===== config.mk =====
export PLATFORM = sky130hd
export DESIGN_NAME = fetch_unit_flat
export DESIGN_NICKNAME = d
export VERILOG_FILES = /design/src/rtl/fetch_unit_if.sv /design/src/rtl/fetch_unit.sv /design/src/flat_wrapper.sv
export SDC_FILE = /design/constraint.sdc
export NUM_CORES = 1
export LEC_CHECK = 0
export ABC_CLOCK_PERIOD_IN_PS = 2700
export BUFFER_PORTS_ARGS = -buffer_cell sky130_fd_sc_hd__buf_2
export CORE_UTILIZATION = 50
export DETAILED_ROUTE_END_ITERATION = 12
export GPL_TIMING_DRIVEN = 1
export PLACE_DENSITY_LB_ADDON = 0.2
export SYNTH_ARGS = -nofsm -noshare
export SYNTH_HDL_FRONTEND = slang
export SYNTH_SLANG_ARGS = --single-unit

===== constraint.sdc =====
create_clock -name clk -period 2.7 [get_ports clk]
set_clock_uncertainty 0.1 [all_clocks]
set_input_delay 0.405 -clock clk [delete_from_list [all_inputs] [get_ports clk]]
set_output_delay 0.405 -clock clk [all_outputs]
set_load 0.01 [all_outputs]

===== src/rtl/fetch_unit_if.sv =====
// fetch_unit_if: control, PC and memory handshake bundle between the LC-3 fetch sequencer and its environment.
interface fetch_unit_if;
    logic        start;
    logic [15:0] PCIn;
    logic [15:0] memData;
    logic        memReady;
    logic [15:0] memAddr;
    logic        memRead;
    logic        ldPC;
    logic [1:0]  selPC;
    logic [15:0] marOut;
    logic [15:0] mdrOut;
    logic [15:0] IROut;
    logic        busy;
    logic        fetchDone;
    logic        fetchErr;

    modport master (
        input  start, PCIn, memData, memReady,
        output memAddr, memRead, ldPC, selPC, marOut, mdrOut, IROut, busy, fetchDone, fetchErr
    );

    modport slave (
        output start, PCIn, memData, memReady,
        input  memAddr, memRead, ldPC, selPC, marOut, mdrOut, IROut, busy, fetchDone, fetchErr
    );
endinterface


===== src/rtl/fetch_unit.sv =====
// fetch_unit: LC-3 instruction-fetch sequencer (FSM states 18, 33, 35) sitting after the PC register.
// Optional macro FETCH_TIMEOUT_EN adds a memory-wait timeout that aborts the fetch with a fetchErr pulse.
module fetch_unit #(
    parameter int TIMEOUT_CYCLES = 255
) (
    input logic         clk,
    input logic         reset,
    fetch_unit_if.master bus
);

    typedef enum logic [2:0] {
        S_IDLE = 3'd0,
        S_INC  = 3'd1,
        S_WAIT = 3'd2,
        S_LDIR = 3'd3,
        S_DONE = 3'd4
    } state_t;

    state_t      r_state;
    logic [15:0] r_mar;
    logic [15:0] r_mdr;
    logic [15:0] r_ir;
    logic        r_ldPC;
    logic        r_memRead;
    logic        r_busy;
    logic        r_fetchDone;
    logic        r_fetchErr;

`ifdef FETCH_TIMEOUT_EN
    localparam logic [7:0] TO_LAST = 8'(TIMEOUT_CYCLES - 1);
    logic [7:0] r_wait_cnt;
`else
    logic w_unused_timeout;
    assign w_unused_timeout = ^8'(TIMEOUT_CYCLES);
`endif

    // Sequencer: outputs are registered so each one is set on the edge entering the state that owns it.
    always_ff @(posedge clk or posedge reset) begin
        if (reset) begin
            r_state     <= S_IDLE;
            r_mar       <= 16'h0000;
            r_mdr       <= 16'h0000;
            r_ir        <= 16'h0000;
            r_ldPC      <= 1'b0;
            r_memRead   <= 1'b0;
            r_busy      <= 1'b0;
            r_fetchDone <= 1'b0;
            r_fetchErr  <= 1'b0;
`ifdef FETCH_TIMEOUT_EN
            r_wait_cnt  <= 8'd0;
`endif
        end else begin
            r_ldPC      <= 1'b0;
            r_memRead   <= 1'b0;
            r_fetchDone <= 1'b0;
            r_fetchErr  <= 1'b0;
            case (r_state)
                S_IDLE: begin
                    if (bus.start) begin
                        r_mar   <= bus.PCIn;
                        r_state <= S_INC;
                        r_ldPC  <= 1'b1;
                        r_busy  <= 1'b1;
                    end else begin
                        r_state <= S_IDLE;
                        r_busy  <= 1'b0;
                    end
                end
                S_INC: begin
                    r_state   <= S_WAIT;
                    r_memRead <= 1'b1;
`ifdef FETCH_TIMEOUT_EN
                    r_wait_cnt <= 8'd0;
`endif
                end
                S_WAIT: begin
                    if (bus.memReady) begin
                        r_mdr   <= bus.memData;
                        r_state <= S_LDIR;
                    end else begin
`ifdef FETCH_TIMEOUT_EN
                        // Ready arriving on the final cycle takes the branch above, so it always beats the timeout.
                        if (r_wait_cnt == TO_LAST) begin
                            r_state    <= S_IDLE;
                            r_busy     <= 1'b0;
                            r_fetchErr <= 1'b1;
                        end else begin
                            r_wait_cnt <= r_wait_cnt + 8'd1;
                            r_memRead  <= 1'b1;
                        end
`else
                        r_memRead <= 1'b1;
`endif
                    end
                end
                S_LDIR: begin
                    r_ir        <= r_mdr;
                    r_state     <= S_DONE;
                    r_fetchDone <= 1'b1;
                end
                S_DONE: begin
                    r_state <= S_IDLE;
                    r_busy  <= 1'b0;
                end
                default: begin
                    r_state <= S_IDLE;
                    r_busy  <= 1'b0;
                end
            endcase
        end
    end

    assign bus.memAddr   = r_mar;
    assign bus.marOut    = r_mar;
    assign bus.mdrOut    = r_mdr;
    assign bus.IROut     = r_ir;
    assign bus.memRead   = r_memRead;
    assign bus.ldPC      = r_ldPC;
    assign bus.selPC     = 2'b00;
    assign bus.busy      = r_busy;
    assign bus.fetchDone = r_fetchDone;
    assign bus.fetchErr  = r_fetchErr;

endmodule

===== src/flat_wrapper.sv =====
// flat-port wrapper written by rule: the top's interface ports become plain ports
module fetch_unit_flat 
#(
    parameter int TIMEOUT_CYCLES = 255
)
  (clk, reset, bus_start, bus_PCIn, bus_memData, bus_memReady, bus_memAddr, bus_memRead, bus_ldPC, bus_selPC, bus_marOut, bus_mdrOut, bus_IROut, bus_busy, bus_fetchDone, bus_fetchErr);
  fetch_unit_if bus_i ();
  input logic clk;
  input logic reset;
  input wire logic [$bits(bus_i.start)-1:0] bus_start;
  input wire logic [$bits(bus_i.PCIn)-1:0] bus_PCIn;
  input wire logic [$bits(bus_i.memData)-1:0] bus_memData;
  input wire logic [$bits(bus_i.memReady)-1:0] bus_memReady;
  output wire logic [$bits(bus_i.memAddr)-1:0] bus_memAddr;
  output wire logic [$bits(bus_i.memRead)-1:0] bus_memRead;
  output wire logic [$bits(bus_i.ldPC)-1:0] bus_ldPC;
  output wire logic [$bits(bus_i.selPC)-1:0] bus_selPC;
  output wire logic [$bits(bus_i.marOut)-1:0] bus_marOut;
  output wire logic [$bits(bus_i.mdrOut)-1:0] bus_mdrOut;
  output wire logic [$bits(bus_i.IROut)-1:0] bus_IROut;
  output wire logic [$bits(bus_i.busy)-1:0] bus_busy;
  output wire logic [$bits(bus_i.fetchDone)-1:0] bus_fetchDone;
  output wire logic [$bits(bus_i.fetchErr)-1:0] bus_fetchErr;
  assign bus_i.start = bus_start;
  assign bus_i.PCIn = bus_PCIn;
  assign bus_i.memData = bus_memData;
  assign bus_i.memReady = bus_memReady;
  assign bus_memAddr = bus_i.memAddr;
  assign bus_memRead = bus_i.memRead;
  assign bus_ldPC = bus_i.ldPC;
  assign bus_selPC = bus_i.selPC;
  assign bus_marOut = bus_i.marOut;
  assign bus_mdrOut = bus_i.mdrOut;
  assign bus_IROut = bus_i.IROut;
  assign bus_busy = bus_i.busy;
  assign bus_fetchDone = bus_i.fetchDone;
  assign bus_fetchErr = bus_i.fetchErr;
  fetch_unit #(.TIMEOUT_CYCLES(TIMEOUT_CYCLES)) u_core (.clk(clk), .reset(reset), .bus(bus_i));
endmodule

==> results of run 1 <==
## final timing paths
check | end | cells past startpoint | from
worst max-delay path | u_core.bus.mdrOut[6]$_DFFE_PP0P_ | 2 | u_core.r_state[0]$_DFFE_PP0P_
worst min-delay path | u_core.bus.marOut[5]$_DFFE_PP0P_ | 3 | reset
worst max register to register | u_core.bus.mdrOut[6]$_DFFE_PP0P_ | 2 | u_core.r_state[0]$_DFFE_PP0P_
worst min register to register | u_core.bus.IROut[13]$_DFFE_PP0P_ | 1 | u_core.bus.IROut[13]$_DFFE_PP0P_
max in group asynchronous | u_core.bus.IROut[15]$_DFFE_PP0P_ | 3 | reset
min in group clk | u_core.bus.marOut[14]$_DFFE_PP0P_ | 2 | bus_PCIn[14]
## layer usage
layer,vias up,share of wire (%),track usage [%]
met4,0,1.0,5.33
met3,4,7.2,5.52
met2,62,49,28.6
li1,653,-,-
met5,-,0,0
met1,678,42,20.4
## worst max-delay path, stage by stage, from the launching register on
cell and delay (ns):
dfrtp_1 0.48, and4bb_2 0.62, mux2_2 0.39
## logic make-up after synthesis
kind of cell | count (synthesis) | synth area share (%)
compound gates | 4 | 0.875
buf+inv | 28 | 9.57
flops | 55 | 60.2
mux | 49 | 25.5
other cells | 1 | 0.164
simple gates | 8 | 3.67
## cells in the final DEF (no fill, tap or decap)
cell	n
buf_2	103
dfrtp_1	55
mux2_2	39
mux2_4	9
clkbuf_8	7
a21oi_1	3
conb_1	3
inv_1	2
or3b_2	2
buf_4	2
nor4b_4	1
and4bb_2	1
nand3b_2	1
mux2i_1	1
nor3_1	1
or2b_1	1
nand2b_1	1
inv_2	1
o21ai_0	1
clkbuf_1	1
## cell usage after synthesis
| master | count |
|---|---|
| nor4b_4 | 1 |
| o21ai_0 | 1 |
| buf_8 | 1 |
| a21oi_1 | 3 |
| mux2_4 | 9 |
| mux2i_1 | 1 |
| inv_1 | 3 |
| buf_6 | 4 |
| nand3b_2 | 1 |
| or2b_1 | 1 |
| buf_2 | 1 |
| mux2_2 | 39 |
| dfrtp_1 | 55 |
| buf_4 | 19 |
| and4bb_2 | 1 |
| nand2b_1 | 1 |
| or3b_2 | 2 |
| nor3_1 | 1 |
| conb_1 | 1 |
## per-stage QoR
step                std cells  hold slack [ns]  utilization [%]  cell area [um2]  power, uW
floorplan                 147            0.427                -             2290       2660
global placement          279            0.383             61.2             2680       3040
detailed placement        279            0.389             61.2             2680       3070
CTS                       287            0.205             63.5             2780       3560
global route              287            0.218             63.5             2780       3740
finish                    287            0.181             63.5             2780       3500
## power groups by stage
stage | combinational (uW) | sequential (uW) | clock, uW
after floorplan | 980 | 1680 | 0
after global placement | 1520 | 1520 | 0
after detailed placement | 1550 | 1530 | 0
after CTS | 1550 | 1510 | 497
after global routing | 1650 | 1580 | 520
final | 1520 | 1500 | 478
## final cells by class
| cell class | count | area (um2) | share of cell area, % |
|---|---|---|---|
| clock buffers | 8 | 100 | 3.60 |
| inverters | 3 | 11.3 | 0.405 |
| multi-input cells | 64 | 699 | 25.1 |
| flip-flops and latches | 55 | 1380 | 49.5 |
| well taps | 52 | 65.1 | 2.34 |
| repair buffers | 105 | 531 | 19.1 |
## registers in the layout, summed over array words and instances, names as in the netlist
| register | cells |
|---|---|
| u_core.bus.mdrOut | 16 |
| u_core.bus.IROut | 16 |
| u_core.bus.marOut | 16 |
| u_core.bus.ldPC | 1 |
| u_core.bus.busy | 1 |
| u_core.bus.memRead | 1 |
| u_core.r_state | 3 |
| u_core.bus.fetchDone | 1 |
==> metrics.md, run 1 <==
| Metric | Value |
|---|---|
| Clock power share | `13.6%` |
| Router iterations before antenna repair | `4` |
| FMAX | `585 MHz` |
| Post-cts sizing count | `0` |
| Final TNS setup | `0 ns` |
| Worst Path Arrival | `approximately 1.8 ns` |
| Core area | `about 0.0044 mm2` |
| DR vias/cell | `about 5` |
| Nets@finish | `270` |
| Antenna Nets Post-Route | `0` |
| CP Max Fanout | `16` |
| Synth Area per Inst | `between 15 and 20 um2` |
| DP Worst Slack | `slightly below 1 ns` |
| Overall Global Routing Usage | `16.8%` |
| Detailed-route via count | `1,397` |
| Max cap viols | `0` |
| Synth warnings | `0` |
| RSZ-0062 raised after global routing | `no` |
| Starting density of the core | `between 50% and 60%` |
| Clock-pin slew on the worst setup and hold paths | `about 0.090 ns` |
| Gate power share | `about 44%` |
| # diodes | `0` |
| Fraction of layout cells with a size suffix above 1 | `about 71%` |
| Synth top area share | `about three fifths` |
| Worst skew pair latency | `~0.30 ns` |
| Leakage | `0.00144 uW` |
| CTS sink cnt | `55` |
| Worst-Margin Slew | `0.664 ns` |
| Antenna violations before repair | `0` |
| Outcome | `finished clean` |
| Max clock buf depth | `2` |
| Seq cells post-synth | `55` |
| Final Max Tran Viols | `0` |
| Row cnt | `24` |
| # DRC | `0` |
| Chip Height | `~70 um` |
| Fin crit share | `63.3%` |
| Die width | `about 70 um` |
| Critical path endpoint category | `flip-flop` |
| HP Class | `in -> async` |
| Fin crit period | `between 1.5 and 2 ns` |
| Net Sw Frac | `34.0%` |
| CTS tree | `built` |
| Largest net degree at the start of global routing | `between 50 and 60` |
| Post-CTS setup buffers | `0` |
| Total gr overflow | `0` |
| Inserted Clock Buffers | `5` |
| Port buffer count | `just over 100` |
| Top cells by area, synth | `dfrtp_1, mux2_2, buf_4` |
| Worst slew margin | `55.7%` |
| Area delta synth->final | `21.7%` |
| CTS Hold Bufs | `0` |
| Psw | `between 1000 and 1500 uW` |
| Pint | `approximately 2300 uW` |
| CP startpoint kind | `flip-flop` |
| Final hold viol count | `0` |
| Total Routed Length | `between 3000 and 4000 um` |
| Setup violations, final | `0` |
| Top cell type by total area after synthesis | `dfrtp_1` |
| I/O Pins | `107` |
| H-tree depth | `2` |
| Worst VDD drop | `0.000531 V` |
| Seq/Total Area, Yosys | `approximately three fifths` |
| Setup WS post-layout | `0.992 ns` |
| Root buffer cell | `clkbuf_8` |
| CP Class | `reg -> reg` |
| Vias in the first global route | `1,380` |
| FILL cells | `345` |
| Post-Synthesis Cell Area | `between 0.002 and 0.0025 mm2` |
| WL/cell | `13.4 um` |
| Half-perimeter wire length after placement | `around 2700 um` |
| Sequential power share | `a little over two fifths` |
| Initial drt markers | `41` |
| Cell count after synthesis | `between 100 and 150` |
| Internal reg-to-reg setup slack | `between 0.9 and 1 ns` |
| Area of the die | `approximately 0.0048 mm2` |
| Pwr per Cell Area | `around 1300 mW/mm2` |
| GP Congestion | `between 0.7 and 0.8` |
| First-pass GRT wire length | `about 6400 um` |
| Synth cell types | `19` |
| Critical Path RT | `between 2 and 3 ns` |
Note: power is estimated with default switching activity, not from simulation.
==> run 2: changes to the inputs <==
- ABC_CLOCK_PERIOD_IN_PS: 2700 -> 1740
- CORE_UTILIZATION: 50 -> 46
- clock period: 2.7 -> 1.74 ns (I/O delays scaled with it)
==> metrics.md, run 2 (synthesis gave the netlist of run 1 again) <==
| Metric | Value |
|---|---|
| Pwr per Cell Area | `around 1900 mW/mm2` |
| # DRC | `0` |
| Max clock buf depth | `2` |
| Area of the multi-input gates | `699 um2` |
| Area of the die | `0.00526 mm2` |
| H-tree depth | `2` |
| Router iterations before antenna repair | `3` |
| Antenna Nets Post-Route | `0` |
| GP Congestion | `0.682` |
| Register area | `between 0.001 and 0.0015 mm2` |
| CTS sink cnt | `55` |
| Clock power share | `13.4%` |
| Post-cts sizing count | `0` |
| First-pass GRT wire length | `between 5000 and 6000 um` |
| Core area | `roughly 0.0048 mm2` |
| Detailed-route via count | `around 1.4k` |
| Pint | `approximately 3700 uW` |
| Total gr overflow | `0` |
| Fin crit period | `roughly 1.6 ns` |
| Final hold viol count | `0` |
| Critical path endpoint category | `flip-flop` |
| Sequential power share | `~42%` |
| Total Routed Length | `3890 um` |
| Fin crit share | `89.5%` |
| R2r worst-path depth | `3` |
| Setup violations, final | `0` |
| Die width | `a little over 70 um` |
| Fraction of layout cells with a size suffix above 1 | `71.1%` |
| Nets@finish | `277` |
| Cells on Worst Hold Path | `2` |
| Inserted Clock Buffers | `5` |
| Worst skew pair latency | `0.30 ns` |
| Post-layout util | `just over 60%` |
| Max cap viols | `0` |
| # diodes | `0` |
| HP Class | `in -> reg` |
| CTS tree | `built` |
| WL/cell | `between 10 and 15 um` |
| I/O Pins | `107` |
| Most frequent cells in the layout | `buf_2, dfrtp_1, mux2_2` |
| Chip Height | `around 73 um` |
| Gate power share | `between 40% and 50%` |
| Row cnt | `25` |
| Overall Global Routing Usage | `between 10% and 20%` |
| CP Max Fanout | `9` |
| Largest net degree at the start of global routing | `28` |
| Internal reg-to-reg setup slack | `~0.18 ns` |
| Root buffer cell | `clkbuf_8` |
| Final Max Tran Viols | `0` |
| FMAX | `around 640 MHz` |
| DR vias/cell | `roughly 4.6` |
| Area delta synth->final | `26.5%` |
| Worst VDD drop | `approximately 0.00091 V` |
| Initial drt markers | `22` |
| Net Sw Frac | `around a third` |
| CP Class | `reg -> reg` |
| RSZ-0062 raised after global routing | `no` |
| Commonest non-fill, non-tap cell in the layout | `buf_2` |
| Port buffer count | `103` |
| Outcome | `finished clean` |
| Half-perimeter wire length after placement | `between 2000 and 3000 um` |
| Critical Path RT | `between 1.5 and 2 ns` |
| Clock-pin slew on the worst setup and hold paths | `around 0.090 ns` |
| Final TNS setup | `0 ns` |
| CP startpoint kind | `flip-flop` |
| Leakage | `around 0.0015 uW` |
| Worst Path Arrival | `between 1.5 and 2 ns` |
| Psw | `~1900 uW` |
| Antenna violations before repair | `0` |
| Starting density of the core | `around 48%` |
| FILL cells | `about 410` |
| Vias in the first global route | `around 1.3k` |
-- run 2: changes by cell type in the layout (fill, tap and decap cells not counted) --
cell,previous run,this run
dlygate4sd3_1,0,1
buf_12,0,3
buf_4,2,5
-- run 2: stage by stage --
step / instance area [um2] / total power (uW) / hold WS (ns) / setup WS [ns] / cells
floorplan: 2290 / 4120 / 0.309 / 0.0331 / 147
global placement: 2780 / 4820 / 0.165 / 0.224 / 300
detailed placement: 2780 / 4880 / 0.166 / 0.179 / 300
CTS: 2890 / 5640 / 0.0760 / 0.162 / 309
global route: 2890 / 5950 / 0.0682 / 0.131 / 309
finish: 2890 / 5560 / 0.0830 / 0.183 / 309
-- run 2: final timing paths --
| check | startpoint | endpoint |
|---|---|---|
| worst max-delay path | u_core.r_state[2]$_DFFE_PP0P_ | u_core.bus.mdrOut[3]$_DFFE_PP0P_ |
| worst min-delay path | bus_memData[0] | u_core.bus.mdrOut[0]$_DFFE_PP0P_ |
| worst max register to register | u_core.r_state[2]$_DFFE_PP0P_ | u_core.bus.mdrOut[3]$_DFFE_PP0P_ |
| worst min register to register | u_core.bus.IROut[11]$_DFFE_PP0P_ | u_core.bus.IROut[11]$_DFFE_PP0P_ |
| max in group asynchronous | reset | u_core.bus.busy$_DFFE_PP0N_ |
| min in group asynchronous | reset | u_core.bus.IROut[6]$_DFFE_PP0P_ |
-- run 2: critical path: stages, from the launching register on --
cell,delay (ns)
dfrtp_1,0.47
and4bb_2,0.35
buf_4,0.18
mux2_2,0.35
-- run 2: routing by layer --
layer / vias to the layer above / share of wire, % / GRT usage (%)
met5: - / 0 / 0
met4: 0 / 1.1 / 4.58
met3: 5 / 9.0 / 5.28
met2: 75 / 47 / 25.2
met1: 670 / 43 / 18.1
li1: 665 / - / -
-- run 2: final cells by class --
type	count	share of cell area, %
multi-input combinational	64	24.2
timing repair buffer	112	21.5
inverter	3	0.389
clock buffer	8	3.46
tap	67	2.90
sequential	55	47.6
-- run 2: power by group through the flow --
stage | registers [uW] | logic [uW] | clock network [uW]
6_report | 2310 | 2510 | 743
5_1_grt | 2400 | 2730 | 817
4_1_cts | 2320 | 2550 | 769
3_3_place_gp | 2320 | 2500 | 0
2_1_floorplan | 2600 | 1520 | 0
3_5_place_dp | 2340 | 2540 | 0
-- run 2: repair_timing --
action | in CTS | in global routing
setup buffers | 0 | 0
hold endpoints to repair | 16 | 0
hold buffers | 1 | 0
